[config.mk]
export PLATFORM = sky130hd
export DESIGN_NAME = wb_merge_flat
export DESIGN_NICKNAME = d
export VERILOG_FILES = /design/src/rtl/wb_merge_if.sv /design/src/rtl/wb_merge.sv /design/src/flat_wrapper.sv
export SDC_FILE = /design/constraint.sdc
export NUM_CORES = 1
export LEC_CHECK = 0
export ABC_AREA = 1
export BUFFER_PORTS_ARGS = -buffer_cell sky130_fd_sc_hd__buf_4
export CAP_MARGIN = 20
export CORE_ASPECT_RATIO = 1.25
export CORE_MARGIN = 2
export CORE_UTILIZATION = 51
export DETAILED_ROUTE_END_ITERATION = 12
export PLACE_DENSITY = 0.73
export SLEW_MARGIN = 10
export SYNTH_ARGS = -nofsm -noshare
export SYNTH_HDL_FRONTEND = slang
export SYNTH_SLANG_ARGS = --single-unit
[constraint.sdc]
create_clock -name CLK -period 7.1 [get_ports CLK]
set_input_delay 0.355 -clock CLK [delete_from_list [all_inputs] [get_ports CLK]]
set_output_delay 0.355 -clock CLK [all_outputs]
set_load 0.01 [all_outputs]
[src/rtl/wb_merge_if.sv]
// Channel-side bus of the writeback merge stage.
// The producers drive the master modport and wb_merge takes the slave modport.
interface wb_merge_if #(
  parameter int NCH = 2,
  parameter int DW  = 32,
  parameter int RW  = 5
);
  logic [NCH-1:0]    ch_valid;
  logic [NCH-1:0]    ch_ready;
  logic [NCH-1:0]    ch_wen;
  logic [NCH-1:0]    ch_halt;
  logic [NCH*RW-1:0] ch_wsel;
  logic [NCH*DW-1:0] ch_wdat;

  modport master (
    output ch_valid, ch_wen, ch_halt, ch_wsel, ch_wdat,
    input  ch_ready
  );

  modport slave (
    input  ch_valid, ch_wen, ch_halt, ch_wsel, ch_wdat,
    output ch_ready
  );
endinterface

[src/rtl/wb_merge.sv]
// wb_merge: writeback stage that merges NCH result channels into the single
// register-file write port. Each channel owns a DEPTH-entry FIFO and an
// arbiter pops one entry per cycle into a registered WEN/wsel/wdat output.
// A popped halt marker sets a sticky halt that freezes the stage until reset.
// Build option WB_FIXED_PRIO_EN: when defined, the arbiter uses fixed priority
// (lowest channel index wins) and no round-robin pointer is built; by default
// the arbiter is round-robin.
module wb_merge #(
  parameter int NCH   = 2,
  parameter int DEPTH = 2,
  parameter int DW    = 32,
  parameter int RW    = 5
) (
  input  logic          CLK,
  input  logic          nRST,
  input  logic          flush,
  wb_merge_if.slave     ch,
  output logic          WEN,
  output logic [RW-1:0] wsel,
  output logic [DW-1:0] wdat,
  output logic          halt,
  output logic          busy
);

  localparam int PW = (DEPTH > 1) ? $clog2(DEPTH) : 1;
  localparam int CW = $clog2(DEPTH + 1);
  localparam int GW = (NCH > 1) ? $clog2(NCH) : 1;

  logic [RW-1:0] mem_wsel [NCH][DEPTH];
  logic [DW-1:0] mem_wdat [NCH][DEPTH];
  logic          mem_halt [NCH][DEPTH];

  logic [PW-1:0] rd_ptr [NCH];
  logic [PW-1:0] wr_ptr [NCH];
  logic [CW-1:0] cnt    [NCH];

  logic [NCH-1:0] empty;
  logic [NCH-1:0] full;
  logic [NCH-1:0] ready;
  logic [NCH-1:0] store;
  logic [NCH-1:0] push;
  logic [NCH-1:0] pop;

  logic          gnt_vld;
  logic [GW-1:0] gnt;
  logic          pop_en;
  logic [RW-1:0] sel_wsel;
  logic [DW-1:0] sel_wdat;
  logic          sel_halt;

`ifndef WB_FIXED_PRIO_EN
  logic [GW-1:0] rr_ptr;
`endif

  // FIFO status flags and which incoming entries are worth storing
  always_comb begin
    empty = '0;
    full  = '0;
    store = '0;
    for (int i = 0; i < NCH; i++) begin
      empty[i] = (cnt[i] == '0);
      full[i]  = (cnt[i] == CW'(DEPTH));
      // entries that neither write a real register nor halt are swallowed
      store[i] = ch.ch_halt[i] | (ch.ch_wen[i] & (ch.ch_wsel[i*RW +: RW] != '0));
    end
  end

  // ready depends only on current state, so a same-cycle pop never frees a slot
  assign ready       = {NCH{nRST & ~halt & ~flush}} & ~full;
  assign ch.ch_ready = ready;
  assign push        = ch.ch_valid & ready & store;

  // arbiter: pick one non-empty FIFO to pop this cycle
  always_comb begin
    gnt_vld = 1'b0;
    gnt     = '0;
`ifdef WB_FIXED_PRIO_EN
    for (int i = NCH - 1; i >= 0; i--) begin
      if (!empty[i]) begin
        gnt_vld = 1'b1;
        gnt     = GW'(i);
      end
    end
`else
    for (int k = 0; k < NCH; k++) begin
      logic [GW:0] idx;
      idx = {1'b0, rr_ptr} + (GW+1)'(k);
      if (idx >= (GW+1)'(NCH)) idx = idx - (GW+1)'(NCH);
      if (!gnt_vld && !empty[idx[GW-1:0]]) begin
        gnt_vld = 1'b1;
        gnt     = idx[GW-1:0];
      end
    end
`endif
  end

  assign pop_en   = gnt_vld & ~halt & ~flush;
  assign sel_wsel = mem_wsel[gnt][rd_ptr[gnt]];
  assign sel_wdat = mem_wdat[gnt][rd_ptr[gnt]];
  assign sel_halt = mem_halt[gnt][rd_ptr[gnt]];

  // one-hot pop vector from the grant
  always_comb begin
    pop = '0;
    for (int i = 0; i < NCH; i++) pop[i] = pop_en && (gnt == GW'(i));
  end

  // FIFO storage is written without reset; occupancy lives in cnt
  always_ff @(posedge CLK) begin
    for (int i = 0; i < NCH; i++) begin
      if (push[i]) begin
        mem_wsel[i][wr_ptr[i]] <= ch.ch_wsel[i*RW +: RW];
        mem_wdat[i][wr_ptr[i]] <= ch.ch_wdat[i*DW +: DW];
        mem_halt[i][wr_ptr[i]] <= ch.ch_halt[i];
      end
    end
  end

  // FIFO pointers and occupancy; reset and flush both empty every FIFO
  always_ff @(posedge CLK) begin
    if (!nRST || flush) begin
      for (int i = 0; i < NCH; i++) begin
        rd_ptr[i] <= '0;
        wr_ptr[i] <= '0;
        cnt[i]    <= '0;
      end
    end else begin
      for (int i = 0; i < NCH; i++) begin
        if (push[i]) wr_ptr[i] <= (wr_ptr[i] == PW'(DEPTH - 1)) ? '0 : wr_ptr[i] + 1'b1;
        if (pop[i])  rd_ptr[i] <= (rd_ptr[i] == PW'(DEPTH - 1)) ? '0 : rd_ptr[i] + 1'b1;
        case ({push[i], pop[i]})
          2'b10:   cnt[i] <= cnt[i] + 1'b1;
          2'b01:   cnt[i] <= cnt[i] - 1'b1;
          default: cnt[i] <= cnt[i];
        endcase
      end
    end
  end

`ifndef WB_FIXED_PRIO_EN
  // round-robin pointer moves just past the last winner and holds when idle
  always_ff @(posedge CLK) begin
    if (!nRST) begin
      rr_ptr <= '0;
    end else if (pop_en) begin
      rr_ptr <= (gnt == GW'(NCH - 1)) ? '0 : gnt + 1'b1;
    end
  end
`endif

  // registered write port and sticky halt
  always_ff @(posedge CLK) begin
    if (!nRST) begin
      WEN  <= 1'b0;
      wsel <= '0;
      wdat <= '0;
      halt <= 1'b0;
    end else if (flush) begin
      WEN <= 1'b0;
    end else if (pop_en) begin
      if (sel_halt) begin
        WEN  <= 1'b0;
        halt <= 1'b1;
      end else begin
        WEN  <= 1'b1;
        wsel <= sel_wsel;
        wdat <= sel_wdat;
      end
    end else begin
      WEN <= 1'b0;
    end
  end

  assign busy = (|(~empty)) | WEN;

endmodule
[src/flat_wrapper.sv]
// flat-port wrapper written by rule: the top's interface ports become plain ports
module wb_merge_flat 
#(
  parameter int NCH   = 2,
  parameter int DEPTH = 2,
  parameter int DW    = 32,
  parameter int RW    = 5
)
  (CLK, nRST, flush, WEN, wsel, wdat, halt, busy, ch_ch_valid, ch_ch_wen, ch_ch_halt, ch_ch_wsel, ch_ch_wdat, ch_ch_ready);
  wb_merge_if #(.NCH(NCH), .DW(DW), .RW(RW)) ch_i ();
  input  logic CLK;
  input  logic nRST;
  input  logic flush;
  output logic WEN;
  output logic [RW-1:0] wsel;
  output logic [DW-1:0] wdat;
  output logic halt;
  output logic busy;
  input wire logic [$bits(ch_i.ch_valid)-1:0] ch_ch_valid;
  input wire logic [$bits(ch_i.ch_wen)-1:0] ch_ch_wen;
  input wire logic [$bits(ch_i.ch_halt)-1:0] ch_ch_halt;
  input wire logic [$bits(ch_i.ch_wsel)-1:0] ch_ch_wsel;
  input wire logic [$bits(ch_i.ch_wdat)-1:0] ch_ch_wdat;
  output wire logic [$bits(ch_i.ch_ready)-1:0] ch_ch_ready;
  assign ch_i.ch_valid = ch_ch_valid;
  assign ch_i.ch_wen = ch_ch_wen;
  assign ch_i.ch_halt = ch_ch_halt;
  assign ch_i.ch_wsel = ch_ch_wsel;
  assign ch_i.ch_wdat = ch_ch_wdat;
  assign ch_ch_ready = ch_i.ch_ready;
  wb_merge #(.NCH(NCH), .DEPTH(DEPTH), .DW(DW), .RW(RW)) u_core (.CLK(CLK), .nRST(nRST), .flush(flush), .ch(ch_i), .WEN(WEN), .wsel(wsel), .wdat(wdat), .halt(halt), .busy(busy));
endmodule
## Word level (Yosys, flattened, before mapping)

Memory sizes are Yosys's and may differ from the RTL's.
Index checks and enable logic that the tools add are counted.

- Flip-flop bits (word level): 40
- Memory bits (writable): 160
- Bits of input ports: 83
- Output and inout port bits: 42
- Word-level logic and storage cells: 174
- Memories: 6

Memories:

| memory | words | width | rd ports | clocked after memory_dff | write ports | RTL line | text |
|---|---|---|---|---|---|---|---|
| u_core.mem_wdat | 2 | 64 | 1 | 0 | 2 | wb_merge.sv:30 | `logic [DW-1:0] mem_wdat [NCH][DEPTH];` |
| u_core.mem_wsel | 2 | 10 | 1 | 0 | 2 | wb_merge.sv:29 | `logic [RW-1:0] mem_wsel [NCH][DEPTH];` |
| u_core.cnt | 2 | 2 | 2 | 0 | 2 | wb_merge.sv:35 | `logic [CW-1:0] cnt [NCH];` |
| u_core.mem_halt | 2 | 2 | 1 | 0 | 2 | wb_merge.sv:31 | `logic mem_halt [NCH][DEPTH];` |
| u_core.rd_ptr | 2 | 1 | 3 | 0 | 2 | wb_merge.sv:33 | `logic [PW-1:0] rd_ptr [NCH];` |
| u_core.wr_ptr | 2 | 1 | 2 | 0 | 2 | wb_merge.sv:34 | `logic [PW-1:0] wr_ptr [NCH];` |

- Add/sub/neg operators: 12
- Magnitude comparators: 9
- Equal/unequal tests: 6
- Muxes and demuxes: 85
- Bitwise operators: 33
- Reduce and logical (&&, ||, !) cells: 18

Operator list:

| operator | count |
|---|---|
| two-way mux 32 bit | 5 |
| two-way mux 64 bit | 2 |
| demux 32 bit (select 1 bit) | 2 |
| two-way mux 1 bit | 57 |
| two-way mux 5 bit | 5 |
| two-way mux 10 bit | 2 |
| two-way mux 2 bit | 8 |
| OR 1 bit | 13 |
| demux 5 bit (select 1 bit) | 2 |
| nonzero test 5 bit | 2 |
| == test 2 bit (second input constant) | 4 |
| greater-or-equal comparator 2 bit (second input constant) | 4 |
| bitwise AND 1 bit | 6 |
| bitwise AND 2 bit | 3 |
| inverter 1 bit | 6 |
| inverter 1 -> 2 bit | 3 |
| AND reduction 3 bit | 2 |
| OR reduction 2 bit | 3 |
| adder 1 bit (second input constant) | 5 |
| logical AND 1 bit | 5 |
| adder 2 x 1 -> 2 bit (second input constant) | 2 |
| == test 2 x 1 -> 1 bit (second input constant) | 2 |
| logical NOT 2 bit | 2 |
| < comparator 1 x 2 -> 1 bit (second input constant) | 2 |
| 10 further kinds | 16 |

## Longest topological paths before layout

Gate-level depths: netlist (run 1).

- Word-level depth: 18
- Mapped depth: 14
- Mapped depth without buffers: 12

## Worst setup path before layout (run 1)

No wires, ideal clock.

- Path type: input to register
- Start: input port nRST
- End: memory u_core.mem_halt[0][0] (netlist bit) (enable)
- Library setup time: 0.433 ns
- Arrival time: 2.832 ns
- Required time: 6.667 ns
- Slack: 3.835 ns
- Cell stages on the path: 6
- Path buffers: 0
- Cells stage by stage: inv_1 > nor2_2 > nand2_1 > a21oi_1 > nand3_1 > nor2_1

RTL lines:

| item | RTL line | text |
|---|---|---|
| start: declaration | flat_wrapper.sv:12 | `input logic nRST;` |
| end: declaration | wb_merge.sv:31 |  |

==> results.yml, run 1 <==
place:
  io_buffers: 124
  dp_slack_ns: 2.76
  dpl-instance-area_sq_um: 9400
  placed_cells: 1159
  hpwl_mm: 10.6
  gp_congestion: 0.792
power:
  total_power_mw: 3.15
  p_leak_nw: 4.45
  power.density_nw_per_um2: 317
  peakVddDrop_mv: 0.199
sta:
  period_share: 0.613
  fin_crit_ns: 4.35
  finalSetupTns_ns: 0
  hold_violations: 0
  setup_viol: 0
  setup_slack_ns: 2.75
  slew_viol_final: 0
  fmax_ghz: 0.230
  rsz0062_at_grt: "false"
  hold_slack_ns: 0.105
  worstMarginPinSlew_ns: 0.882
  fin_worst_skew_ns: 0.00886
  relSlewSlack: 0.412
setup_path:
  endpoint_kind: "register"
  max_stage_delay_ns: 0.68
  critPathLaunchType: "register"
  arrival_ns: 4.68
  worstPathMaxFanout: 81
  critical_path.slowest_cell: "nand2_4"
  critical_path_buf_inv_count: 1
  crit_top_cell: "nor2_1"
  path_delay_family: "simple AND/OR/NAND/NOR gates"
  cp_data_required_time_ns: 7.42
  crit_path_cell_trace: "inv_1 -> ha_1 -> nor2_1 -> nand2_4 -> nand2_4 -> nand2_1 -> nand2_2 -> nand2_1 -> nand3_4 -> nor2_1 -> nor2_1"
  crit_type: "reg -> reg"
global_route:
  track_usage: 0.207
  grt_pass1_vias: 5721
  grt_pass1_wl_mm: 27.8
  grt_max_degree: 82
  grt_overflow: 0
  antenna_found_initial: 0
detailed_routing:
  detail_route.first_pass.iterations: 5
  wl_mm: 17.6
  drc: 0
  ant_nets: 0
  routed_via_density: 4.91
  drtIter0Drc: 432
  vias: 5847
  wl_per_cell_um: 14.7
clock_tree:
  cts_buffer_depth: 2
  h-tree-depth: 4
  insertion_delay_ns: 0.43
  postCtsSetupBuffers: 0
  cts_buffers: 17
  clk_pin_slew_ns: 0.07
  cts_sinks: 200
  ctsResizeCount: 0
  cts_hold_buf: 0
  cts_tree: "yes"
  root_buffer: "clkbuf_16"
cells_and_area:
  diodes: 0
  nets: 1049
  areaGrowthSynthToFinish_pct: 19.2
  final_core_util: 0.617
  layout.cells.non_filler: 1191
  layout-drive-gt1-share: 0.174
  final_area_sq_um: 9960
floorplan:
  start_util: 0.518
  pin_count: 125
  die_h_um: 147
  core_area_sq_um: 16100
  row_count: 52
  die_w_um: 118
  die-area_sq_um: 17400
hold_path:
  holdCritPathClass: "in -> reg"
logic_synthesis:
  netlist_instances: 859
  synth_area_leaders: "edfxtp_1, nand2_1, dfxtp_1, nand3_1, nor2_1"
  synth.net_count: 946
  synth_ff_type: "edfxtp_1"
  ys_types: 26
  syn-cell-area_sq_um: 8350
  synth-async-reset-ratio: 0
  yosysTopAreaCell: "edfxtp_1"
  synth.most_common_cell: "nand2_1"
  yosys.area.top_type_share: 0.575
  yosysWarnings: 0
  synth_edf_count: 160
  ys_seq_area_frac: 0.671
  avgSynthCellArea_sq_um: 9.72
  synthTopCellsByCount: "nand2_1, edfxtp_1, nor2_1, nand3_1, inv_1"
  synth-seq-cells: 200
flow_run:
  maxCapViolCount: 0
outcome:
  status: "completed"
-- registers in the layout, summed over array words and instances, names as in the netlist --
| name | count |
|---|---|
| u_core.mem_wdat | 128 |
| u_core.wdat | 32 |
| u_core.mem_wsel | 20 |
| u_core.wsel | 5 |
| u_core.cnt | 4 |
| u_core.mem_halt | 4 |
| u_core.rd_ptr | 2 |
| u_core.wr_ptr | 2 |
| u_core.WEN | 1 |
| u_core.halt | 1 |
| u_core.rr_ptr | 1 |
-- cells by family (layout without fill, tap and decap cells) --
family	count (synthesis)	after routing	synth area share
AO/OA/AOI/OAI	7	7	0.00479
XOR/XNOR	1	1	0.00105
adder cells (fa/ha/maj)	4	4	0.00599
buffers and inverters	99	215	0.0533
flip-flops	200	200	0.671
AND/OR/NAND/NOR	548	548	0.264
-- worst register-to-register path, stage by stage (launching register included) --
cell      delay (ns)
edfxtp_1        0.40
inv_1           0.11
ha_1            0.17
nor2_1          0.07
nand2_4         0.59
nand2_4         0.72
nand2_1         0.27
nand2_2         0.52
nand2_1         0.33
nand3_4         0.63
nor2_1          0.37
nor2_1          0.08
-- cell usage in the layout, fill, tap and decap left out, types with 2 or more instances in the layout --
cell | Yosys | layout
nand2_1 | 360 | 358
edfxtp_1 | 160 | 160
buf_4 | 8 | 128
nor2_1 | 93 | 89
nand3_1 | 85 | 84
inv_1 | 54 | 54
dfxtp_1 | 40 | 40
clkbuf_16 | 0 | 17
nor2_4 | 1 | 5
ha_1 | 4 | 4
clkinvlp_4 | 0 | 4
nand2_4 | 2 | 3
a21oi_1 | 3 | 3
o21ai_0 | 2 | 2
nand4_1 | 2 | 2
nand2_2 | 1 | 2
clkinv_4 | 0 | 2
clkbuf_1 | 8 | 2
clkbuf_8 | 0 | 2
clkinv_1 | 0 | 2
-- worst paths after layout --
check | slack, ns | endpoint | cells past startpoint | startpoint
max reg2reg | 2.75 | u_core.wdat[23] | 11 | u_core.cnt[1][0]
max | 2.75 | u_core.wdat[23] | 11 | u_core.cnt[1][0]
min reg2reg | 0.51 | u_core.wdat[18] | 4 | u_core.wdat[18]
min | 0.10 | u_core.mem_wdat[1][23] | 1 | ch_ch_wdat[55]
-- layer usage --
metal / wire [um] / up-vias / GRT usage
li1: - / 2968 / -
met1: 7410 / 2680 / 0.253
met2: 9000 / 174 / 0.369
met3: 848 / 25 / 0.0330
met4: 308 / 0 / 0.0821
met5: 0 / - / 0
-- final cells by class --
cell class	count	area [sq um]
clock inverters	11	98.8
fillers	1369	6180
repair buffers	128	961
flip-flops and latches	200	5610
inverters	55	206
multi-input cells	560	2350
clock buffers	21	460
well taps	216	270
-- power by group --
| part | switching (mW) | internal [mW] | total (mW) |
|---|---|---|---|
| clock | 0.411 | 0.501 | 0.913 |
| combinational | 0.529 | 0.299 | 0.828 |
| sequential | 0.0523 | 1.36 | 1.41 |
(Power assumes the default switching activity.)
==> run 2, diff against run 1 <==
Settings changed: PLACE_DENSITY 0.73 to 0.75.
Clock period 7.1 ns to 3.95 ns, I/O delays scaled along.
==> results.yml, run 2 (synthesized netlist as in run 1, its figures left out) <==
detailed_routing:
  routed_via_density: 4.95
  wl_per_cell_um: 15.3
  drc: 0
  wl_mm: 19.5
  drtIter0Drc: 398
  wl_met3_um: 963
  met2_wirelength_mm: 10.5
  highest_layer: "met4"
  vias: 6299
  detail_route.first_pass.iterations: 5
  wl_met1_mm: 7.61
  ant_nets: 0
flow_run:
  maxCapViolCount: 0
setup_path:
  endpoint_kind: "register"
  critical_path.slowest_cell: "nand3_4"
  crit_type: "reg -> reg"
  critPathLaunchType: "register"
  path_delay_family: "simple AND/OR/NAND/NOR gates"
  cp_data_required_time_ns: 4.27
  critical_path_buf_inv_count: 1
  crit_path_cell_trace: "inv_1 -> ha_1 -> nor2_1 -> nand2_4 -> nand2_4 -> nand2_1 -> nand2_2 -> nand2_1 -> nand3_4 -> nor2_1 -> nor2_1"
  arrival_ns: 3.42
  crit_top_cell: "nor2_1"
  worstPathMaxFanout: 74
  max_stage_delay_ns: 0.64
place:
  gp_congestion: 0.800
  hpwl_mm: 10.9
  placed_cells: 1165
  io_buffers: 124
  dpl-instance-area_sq_um: 9450
global_route:
  grt_pass1_vias: 6105
  grt_pass1_wl_mm: 30.2
  antenna_found_initial: 0
  grt_overflow: 0
  grt_max_degree: 75
  track_usage: 0.227
sta:
  relSlewSlack: 0.415
  worstMarginPinSlew_ns: 0.878
  finalSetupTns_ns: 0
  rsz0062_at_grt: "false"
  hold_violations: 0
  fmax_ghz: 0.323
  fin_crit_ns: 3.09
  setup_viol: 0
  slew_viol_final: 0
  fin_worst_skew_ns: 0.00883
  period_share: 0.784
power:
  peakVddDrop_mv: 0.307
  p_leak_nw: 4.84
  power.density_nw_per_um2: 550
floorplan:
  start_util: 0.518
  core_area_sq_um: 16100
  row_count: 52
  die_w_um: 118
  die_h_um: 147
  die-area_sq_um: 17400
  pin_count: 125
cells_and_area:
  layout.cells.non_filler: 1273
  final_core_util: 0.672
  final_area_sq_um: 10800
  final_cell_mix: "nand2_1, edfxtp_1, buf_4, nor2_1, nand3_1"
  layout-drive-gt1-share: 0.167
  areaGrowthSynthToFinish_pct: 29.8
  diodes: 0
  mostFrequentLayoutCell: "nand2_1"
  nets: 1131
  largest_register_ff_count: 128
clock_tree:
  h-tree-depth: 4
  clk_pin_slew_ns: 0.07
  cts_buffers: 17
  cts_sinks: 200
  cts_buffer_depth: 2
  postCtsSetupBuffers: 0
  ctsResizeCount: 0
  root_buffer: "clkbuf_16"
  cts_tree: "yes"
  insertion_delay_ns: 0.43
hold_path:
  holdCritPathClass: "in -> reg"
outcome:
  status: "completed"
## run 2: path summary, 6_finish.rpt
| check | from | to | slack (ns) | cells past startpoint |
|---|---|---|---|---|
| worst min register to register | u_core.wdat[9] | u_core.wdat[9] | 0.51 | 4 |
| worst min-delay path | flush | u_core.rd_ptr[1] | 0.16 | 3 |
| worst max-delay path | u_core.cnt[1][0] | u_core.wdat[9] | 0.86 | 11 |
| worst max register to register | u_core.cnt[1][0] | u_core.wdat[9] | 0.86 | 11 |
## run 2: final cells by class
class                   count  area (sq um)
flip-flops and latches    200          5610
fillers                  1242          5300
multi-input cells         560          2350
repair buffers            210          1780
clock buffers              21           460
well taps                 216           270
inverters                  55           206
clock inverters            11           169
## run 2: repair_timing
item | in CTS | in global routing
endpoints found under the setup margin | 0 | 0
hold buffers | 76 | 0
endpoints found under the hold margin | 152 | 0
## run 2: metrics by stage
stage                     setup slack [ns]  power [mW]  hold slack, ns
after global routing                 0.526        6.28           0.157
final                                0.855        5.96           0.156
after floorplan                      0.842        3.63           0.296
after global placement                1.03        4.07           0.384
after detailed placement             0.840        4.11           0.386
after CTS                            0.827        5.98           0.142
## run 2: where the power goes
group | leakage (nW) | internal [mW] | total (mW) | switching [mW]
Sequential | 1.79 | 2.45 | 2.53 | 0.0848
Clock | 0.310 | 1.10 | 1.83 | 0.732
Combinational | 2.74 | 0.601 | 1.60 | 1.00
## run 2: worst min-delay path: cells and delay by family
| family | cells | cell delay [ns] |
|---|---|---|
| and+or+nand+nor | 2 | 0.16 |
| buffers and inverters | 1 | 0.10 |
## run 2: per-layer routing
layer,vias up,GRT usage
met1,2918,0.260
met4,0,0.100
met2,214,0.415
li1,3141,-
met3,26,0.0392
met5,-,0
